<file path="src/rtl/clause_bin_loader.sv">
// rtl/clause_bin_loader.sv - clause array loader (stream -> literal cells) and unloader (cells -> stream)
module clause_bin_loader #(
  parameter int NUM_C   = 8,
  parameter int NUM_V   = 8,
  parameter int WIDTH_C = 4
) (
  input  logic                      clk,
  input  logic                      rst,
  input  logic                      start_load_i,
  input  logic                      start_store_i,
  input  logic [WIDTH_C-1:0]        nclause_i,
  input  logic [2*NUM_V-1:0]        clause_i,
  input  logic                      clause_valid_i,
  output logic                      clause_ready_o,
  output logic [NUM_C-1:0]          wr_o,
  output logic [2*NUM_V-1:0]        lit_o,
  input  logic [2*NUM_V*NUM_C-1:0]  lit_i,
  output logic [2*NUM_V-1:0]        clause_o,
  output logic                      clause_valid_o,
  input  logic                      clause_ready_i,
  output logic                      busy_o,
  output logic                      done_o
);

  localparam int LW = 2 * NUM_V;
  localparam logic [WIDTH_C-1:0] NC = WIDTH_C'(NUM_C);

  typedef enum logic [2:0] {IDLE, LOAD, CLEAR, STORE, DONE} state_t;

  state_t             state;
  logic [WIDTH_C-1:0] cnt;
  logic [WIDTH_C-1:0] nlim;
  logic [WIDTH_C-1:0] n_clamped;
  logic [WIDTH_C-1:0] cnt_next;
  logic [NUM_C-1:0]   row_sel;

  assign n_clamped = (nclause_i > NC) ? NC : nclause_i;
  assign cnt_next  = cnt + WIDTH_C'(1);
  assign row_sel   = NUM_C'(1) << cnt;

  assign clause_ready_o = (state == LOAD);
  assign clause_valid_o = (state == STORE);
  assign busy_o         = (state != IDLE);
  assign done_o         = (state == DONE);

  // Read mux: the counter selects which row's stored literals go out.
  always_comb begin
    clause_o = '0;
    if (state == STORE) begin
      for (int r = 0; r < NUM_C; r++) begin
        if (cnt == WIDTH_C'(r)) clause_o = lit_i[r*LW +: LW];
      end
    end
  end

  always_ff @(posedge clk) begin
    if (rst) begin
      state <= IDLE;
      cnt   <= '0;
      nlim  <= '0;
      wr_o  <= '0;
      lit_o <= '0;
    end else begin
      wr_o <= '0;
      case (state)
        IDLE: begin
          cnt <= '0;
          if (start_load_i) begin
            nlim  <= n_clamped;
            state <= (n_clamped == '0) ? CLEAR : LOAD;
          end else if (start_store_i) begin
            nlim  <= n_clamped;
            state <= (n_clamped == '0) ? DONE : STORE;
          end
        end
        LOAD: begin
          if (clause_valid_i) begin
            wr_o  <= row_sel;
            lit_o <= clause_i;
            cnt   <= cnt_next;
            if (cnt_next == nlim) state <= CLEAR;
          end
        end
        // Counter carries on from N; the cycle that finds it at NUM_C
        // lets the last strobe retire before DONE.
        CLEAR: begin
          if (cnt != NC) begin
            wr_o  <= row_sel;
            lit_o <= '0;
            cnt   <= cnt_next;
          end else begin
            state <= DONE;
          end
        end
        STORE: begin
          if (clause_ready_i) begin
            cnt <= cnt_next;
            if (cnt_next == nlim) state <= DONE;
          end
        end
        DONE: begin
          cnt   <= '0;
          state <= IDLE;
        end
        default: state <= IDLE;
      endcase
    end
  end

endmodule

</file>
<file path="config.mk">
export PLATFORM = sky130hd
export DESIGN_NAME = clause_bin_loader
export DESIGN_NICKNAME = d
export VERILOG_FILES = /design/src/rtl/clause_bin_loader.sv
export SDC_FILE = /design/constraint.sdc
export NUM_CORES = 1
export LEC_CHECK = 0
export ABC_AREA = 0
export CORE_UTILIZATION = 33
export DETAILED_ROUTE_END_ITERATION = 16
export PLACE_DENSITY_LB_ADDON = 0.12
export REMOVE_ABC_BUFFERS = 1
export SKIP_LAST_GASP = 1
export SLEW_MARGIN = 15
export SYNTH_ARGS = -nofsm -noshare
export SYNTH_HDL_FRONTEND = slang
export SYNTH_SLANG_ARGS = --single-unit
</file>
<file path="constraint.sdc">
create_clock -name clk -period 2.2 [get_ports clk]
set_clock_uncertainty 0.1 [all_clocks]
set_input_delay 0.44 -clock clk [delete_from_list [all_inputs] [get_ports clk]]
set_output_delay 0.44 -clock clk [all_outputs]
set_load 0.01 [all_outputs]
</file>
# Word level (Yosys, flattened, before mapping)
# Cells that the tools add are included.
# word_totals
out_inout_bits,44
reg_bits,35
in_bits,154
# op_classes
n_shift,1
eq_ne,20
muxes,32
add_sub_neg,1
n_reduce_logical,12
n_lt_le_gt_ge,1
# op_table
cell,n
$mux W16,11
$pmux W16 S2,1
$mux W3,8
$mux W4,6
$eq A4 B3 Y1 const B,4
$mux W8,2
$pmux W4 S4,1
$pmux W8 S2,1
$pmux W3 S4,1
$eq A4 B2 Y1 const B,2
$logic_not A4 Y1,2
$shl A1 B4 Y8 const A,1
$eq A3 B2 Y1 const B,2
$ne A2 B1 Y1 const B,3
$ne A2 B2 Y1 const B,3
$reduce_and A6 Y1,1
$add A4 B1 Y4 const B,1
$eq A4 B1 Y1 const B,1
$eq A4 B4 Y1,1
$gt A4 B4 Y1 const B,1
$ne A4 B4 Y1 const B,1
$reduce_and A4 Y1,1
$reduce_bool A2 Y1,2
$reduce_bool A4 Y1,1
other kinds (9),9

# Longest topological paths before layout
# Gate-level depths: netlist of the first run.
# depth
ltp_word,10
ltp_mapped,10

# Worst setup path before layout of the first run
# No wires, ideal clock.
# synth_path
path_kind,register -> output
startpoint,register cnt[0]
endpoint,output port clause_o[0]
required_time_ps,1660
arrival_time_ps,1764
path_buffers,1
slack_ps,-104
stages_incl_launch_ff,8
cell_sequence,dfxtp_1 -> ha_1 -> nand2b_1 -> buf_2 -> o221ai_1 -> o22ai_1 -> o21ai_0 -> a31oi_1
# synth_between
elab_chain_len,10
elab_cells_between_ends,17
# synth_rtl
element,line_no,source
from (decl),31,logic [WIDTH_C-1:0] cnt;
from (signal assigned),80,cnt <= cnt_next;
from (signal assigned),90,cnt <= cnt_next;
from (signal assigned),97,cnt <= cnt_next;
$logic_not A4 Y1,51,if (cnt == WIDTH_C'(r)) clause_o = lit_i[r*LW +: LW];
$mux W16 (7 in a row),51,
$mux W16 *,51,
$mux W16 *,49,if (state == STORE) begin
to (decl),18,"output logic [2*NUM_V-1:0] clause_o,"
# Mark *: on every way between the ends. The rest lies on a longest branch, timed or not.

# Worst setup path after layout of the first run
# layout_path
startpoint,register cnt[0]
endpoint,output port clause_o[7]
# The elaborated chain is that of the path after synthesis.

==> impl_metrics.toml, run 1 <==
[worst_setup_path]
crit_slowest_cell = "dfxtp_4"
worstPathRequired_ns = 1.66
path_max_fanout = 8
rr_worst_depth = 9
critical_path_class = "flop to output pin"
reg2reg_slack_ns = 0.01
cp-start-kind = "flop"
arrival_ns = 2.04
max_stage_delay_ns = 0.37
endpoint_kind = "output pin"
crit_chain = "buf_4, ha_4, or2_4, buf_12, a221oi_2, o22ai_1, o21ai_1, a31oi_1, buf_2"
cp_num_buf_inv = 3
worst_r2r_endpoint = "state[1]"
crit_family = "compound AO/OA/AOI/OAI gates"
r2r_start = "cnt[0]"

[synth]
synth_seq_area_share_pct = 24.5
synthArstFlopShare_pct = 0
syn-cell-area_um2 = 2860
synth_common_cells = "a21oi_1, dfxtp_1, nor2_1"
post-synth-top-area-fraction_pct = 24.5
yosys.area.top_type = "dfxtp_1"
yosys_warnings = 0
synthTopCellsByArea = "dfxtp_1, mux2i_1, a21oi_1, o21ai_0, a221oi_1"
synth_cells = 384
ys_seq_elements = 35
synth_edf_count = 0
ys_types = 49
ys.flop_type = "dfxtp_1"
postSynthAreaPerCell_um2 = 7.46
synth_most_common_cell = "a21oi_1"

[placement]
portBuffers = 197
place_ws_ns = -0.524
place_congestion = 0.902
post-dp-hpwl_um = 9120

[grt]
gr-usage-all-layers_pct = 26.5
grt_max_degree = 31
grt_pass1_vias = 3768
antenna_found_initial = 0
overflow = 0
grt_pass1_wl_um = 18600

[final_layout]
synthToLayoutAreaGrowth_pct = 100
nFillCells = 681
n_antenna_cell = 0
final_layout_size_suffix_gt1_share_pct = 20.3
final_nets = 770

[clock_tree]
cts_tree = "done"
clk_latency_ns = 0.29
clk_pin_slew_ns = 0.07
htreeDepth = 2
cts_buffers = 5
clock-sinks = 35
root_buffer = "clkbuf_8"
hold_buffers = 0
cts.path.max_buffers = 2

[routing]
route.vias.total = 3825
via_per_inst = 5.35
drtAntennaViolNets = 0
drt-pass1-iter-count = 4
drtIter0Drc = 133
drc = 0
wirelength_um = 12600
wl_per_cell_um = 17.7

[sta]
post-route-period-util_pct = 117
fin_ws_ns = -0.383
tightest_slew_ns = 0.453
grt_setup_unrepaired = "yes"
drv_slew = 0
hold_viol_final = 0
slew_headroom_pct = 69.6
min_period_ns = 2.58
fmax_mhz = 387
fin_tns_setup_ns = -5.60
finalSetupViolCount = 16

[floorplanning]
rows = 33
start_util_pct = 34.5
die_area_um2 = 9060
die_x_um = 95.2
fp.dieH_um = 95.2
core-area_um2 = 8300
pin_count = 198

[worst_hold_path]
hold_depth = 2
hold_class = "flop to flop"
hold_start = "nlim[3]"
min_to = "nlim[3]"

[power]
p_per_area_nw_per_um2 = 892
pwr-share-seq_pct = 16.9
clockPowerShare_pct = 11.5
peakVddDrop_mv = 0.456
sw_frac_of_total_pct = 39.6
power_frac_comb_pct = 71.6
intPower_w = 0.00309
finalPower_w = 0.00511
p_sw_w = 0.00202
power_leakage_nw = 2.30

[outcome]
violations = "negative setup slack"
status = "finished, violations left"

[job]
drv_cap = 0
## routing by layer
| layer | GRT usage [%] | wire, µm |
|---|---|---|
| met4 | 8.59 | 397 |
| met1 | 32.5 | 5110 |
| met5 | 0 | 0 |
| met2 | 46.5 | 6370 |
| met3 | 4.63 | 768 |
## cell families after synthesis
kind of cell    synth area share [%]
buf+inv                         9.70
simple gates                    21.8
mux                             7.38
xor+xnor                        1.53
flops                           24.5
fa+ha+maj                       3.06
compound gates                  32.1
## worst max path at each step
stage,from,end,slack (ns),cells past startpoint
2_1_floorplan,cnt[0],clause_o[0],-0.85,6
3_3_place_gp,cnt[0],clause_o[1],-0.49,9
3_5_place_dp,cnt[0],clause_o[1],-0.52,9
4_1_cts,cnt[0],clause_o[13],-0.35,9
5_1_grt,cnt[0],clause_o[14],-0.48,10
6_report,cnt[0],clause_o[7],-0.38,9
## metrics by stage
stage               area (µm²)  hold slack, ns  util (%)  std cells
floorplan                 2680           0.343         -        349
global placement          5230           0.362      63.1        694
detailed placement        5230           0.365      63.1        694
CTS                       5610           0.377      67.6        712
global route              5730           0.395      69.0        715
finish                    5730           0.374      69.0        715
## layout by cell type, fill, tap and decap left out, types with 3 or more instances in the layout
master,n
xnor2_1,3
o221ai_1,15
a221oi_2,13
and3_1,5
mux2i_1,20
nand2_1,22
o22ai_1,16
buf_12,10
clkbuf_8,5
buf_6,7
o21ai_0,19
a21oi_1,37
buf_4,36
nor3b_1,4
and2_1,5
dlymetal6s2s_1,3
a31oi_1,16
nor2b_1,4
nor2_1,33
buf_2,16
inv_1,22
ha_4,5
o21ai_1,15
clkdlybuf4s50_1,177
dfxtp_1,33
a221oi_4,3
and2b_1,16
nor3_1,3
## area by class of cell
class	count	area (µm²)	area share (%)
multi-input combinational	289	2140	37.4
timing repair buffer	253	2530	44.3
clock buffer	5	68.8	1.20
tap	105	131	2.29
inverter	25	98.8	1.73
clock inverter	3	43.8	0.765
sequential	35	708	12.4
## power groups by stage
stage / combinational (W) / sequential [W] / clock, W
6_report: 0.00366 / 0.000864 / 0.000587
5_1_grt: 0.00391 / 0.000880 / 0.000628
4_1_cts: 0.00350 / 0.000857 / 0.000597
3_5_place_dp: 0.00289 / 0.000865 / 0
3_3_place_gp: 0.00284 / 0.000850 / 0
2_1_floorplan: 0.00146 / 0.000941 / 0
## timing repair
action	4_1_cts	5_1_grt
setup endpoints to repair	21	21
gates resized for setup	111	24
gates cloned	3	0
buffers inserted	7	3
pin swaps	19	34
## state kept, by name, indices dropped and copies added, names as in the netlist
register  cells
lit_o        16
wr_o          8
cnt           4
nlim          4
state         3
## worst reg2reg max path: stages (launching register included)
cell and delay, ns:
dfxtp_4 0.37, buf_4 0.14, ha_4 0.17, buf_6 0.14, ha_4 0.23, xnor2_2 0.13, nor4_2 0.27, nand2_1 0.16
a41oi_2 0.22, o311ai_2 0.13
No activity file was read; power rests on OpenSTA's default activity.
==> inputs of run 2 (changes only) <==
--- a/config.mk
+++ b/config.mk
@@ -6,9 +6,11 @@
 export NUM_CORES = 1
 export LEC_CHECK = 0
 export ABC_AREA = 0
+export CORE_MARGIN = 2
 export CORE_UTILIZATION = 33
 export DETAILED_ROUTE_END_ITERATION = 16
 export PLACE_DENSITY_LB_ADDON = 0.12
+export RECOVER_POWER = 25
 export REMOVE_ABC_BUFFERS = 1
 export SKIP_LAST_GASP = 1
 export SLEW_MARGIN = 15
==> impl_metrics.toml, run 2 (synthesized netlist as in run 1, its figures left out) <==
[worst_setup_path]
endpoint_kind = "output pin"
crit_family = "compound AO/OA/AOI/OAI gates"
arrival_ns = 2.04
worst_r2r_endpoint = "state[1]"
critical_path_class = "flop to output pin"
cp-start-kind = "flop"
crit_slowest_cell = "dfxtp_4"
rr_worst_depth = 8
path_max_fanout = 7
reg2reg_slack_ns = 0.18
max_stage_delay_ns = 0.38
worstPathRequired_ns = 1.66
path_depth = 9
r2r_start = "cnt[0]"
cp_num_buf_inv = 3
crit_chain = "buf_6, ha_4, nor2b_4, buf_12, a221oi_2, o22ai_1, o21ai_1, a31oi_1, buf_2"

[outcome]
violations = "negative setup slack"
status = "finished, violations left"

[final_layout]
final_nets = 764
synthToLayoutAreaGrowth_pct = 92.9
layout_commonest_cell = "clkdlybuf4s50_1"
finalNonFillerCells = 709
reg_top3 = "lit_o x16, wr_o x8"
regMostFlops = "lit_o"
nFillCells = 705
postLayoutCoreUtil_pct = 66.6
final_layout_size_suffix_gt1_share_pct = 18.5
n_antenna_cell = 0
largest_register_ff_count = 16
seq_area_um2 = 709
final_cell_area_um2 = 5530
multi_input_area_um2 = 2060
final_cell_mix = "clkdlybuf4s50_1, a21oi_1, buf_4, nor2_1, dfxtp_1"

[sta]
min_period_ns = 2.58
slew_headroom_pct = 51.6
grt_setup_unrepaired = "yes"
fin_hold_ws_ns = 0.376
finalSetupViolCount = 17
drv_slew = 0
fmax_mhz = 388
tightest_slew_ns = 0.719
fin_ws_ns = -0.376
hold_viol_final = 0
post-route-period-util_pct = 117

[clock_tree]
root_buffer = "clkbuf_8"
cts_buffers = 5
clk_latency_ns = 0.29
cts_tree = "done"
hold_buffers = 0
htreeDepth = 2
clk_pin_slew_ns = 0.08
cts.path.max_buffers = 2
clock-sinks = 35

[grt]
gr-usage-all-layers_pct = 24.3
grt_max_degree = 30
antenna_found_initial = 0
grt_pass1_wl_um = 19000
grt_pass1_vias = 3816
overflow = 0

[floorplanning]
start_util_pct = 34.5
core-area_um2 = 8300
die_x_um = 97.2
pin_count = 198
die_area_um2 = 9440
rows = 33
fp.dieH_um = 97.2

[job]
drv_cap = 0

[worst_hold_path]
min_to = "nlim[3]"
hold_class = "flop to flop"
hold_depth = 2
hold_start = "nlim[3]"

[power]
power_leakage_nw = 2.24
finalPower_w = 0.00480
p_per_area_nw_per_um2 = 869
peakVddDrop_mv = 0.446

[routing]
wl_per_cell_um = 16.9
drtAntennaViolNets = 0
via_per_inst = 5.35
drt-pass1-iter-count = 4
wirelength_um = 12000
drc = 0
route.vias.total = 3796
drtIter0Drc = 130

[placement]
dp_cells = 696
portBuffers = 197
place_congestion = 0.894
post-dp-hpwl_um = 8910
placed_area_um2 = 5200
==> run 2: changes by cell type in the layout (fill, tap and decap cells not counted), moves of 2 or more <==
cell and change:
a221oi_2 +2, clkdlybuf4s50_1 -9, buf_12 -2, a221oi_4 -3, dlygate4sd3_1 +11, dlymetal6s2s_1 -2, buf_6 -3
==> run 2: final cells by class <==
type	count	area share, %
multi-input cells	289	37.2
clock inverters	3	0.793
well taps	105	2.38
repair buffers	247	43.8
clock buffers	5	1.25
flip-flops and latches	35	12.8
inverters	25	1.74
==> run 2: power by group <==
group | leakage [nW] | internal [W] | total [W] | switching (W)
sequential | 0.287 | 0.000779 | 0.000866 | 0.0000871
combinational | 1.89 | 0.00180 | 0.00335 | 0.00155
clock | 0.0581 | 0.000337 | 0.000586 | 0.000249
==> run 2: worst register-to-register path, delay by kind of cell (launching register included) <==
family,cells,cell delay (ns)
compound gates,2,0.36
xor+xnor,1,0.15
fa+ha+maj,2,0.49
buf+inv,1,0.14
flops,1,0.38
simple gates,2,0.28
==> run 2: worst max path at each step <==
stage / from / endpoint / slack, ns
after CTS: cnt[0] / clause_o[4] / -0.34
final: cnt[0] / clause_o[0] / -0.38
after detailed placement: cnt[1] / clause_o[4] / -0.58
after global placement: cnt[1] / clause_o[4] / -0.49
after floorplan: cnt[0] / clause_o[0] / -0.85
after global routing: cnt[0] / clause_o[7] / -0.48
==> run 2: timing repair <==
action | CTS | global route
pin swaps | 13 | 31
setup buffers | 3 | 1
resized for setup | 115 | 13
setup endpoints to repair | 18 | 20
gates cloned | 2 | 1
==> run 2: routing by layer <==
layer  vias to the layer above  wire length (µm)  track usage (%)
li1                       1855                 -                -
met5                         -                 0                0
met2                       158              5850             42.2
met1                      1759              5120             30.2
met4                         0               252             7.26
met3                        24               735             4.89
==> run 2: stage by stage <==
stage	TNS (ns)	worst slack, ns
2_1_floorplan	-13.50	-0.846
3_3_place_gp	-7.01	-0.487
3_5_place_dp	-8.18	-0.585
4_1_cts	-4.71	-0.338
5_1_grt	-7.22	-0.485
6_report	-5.48	-0.376
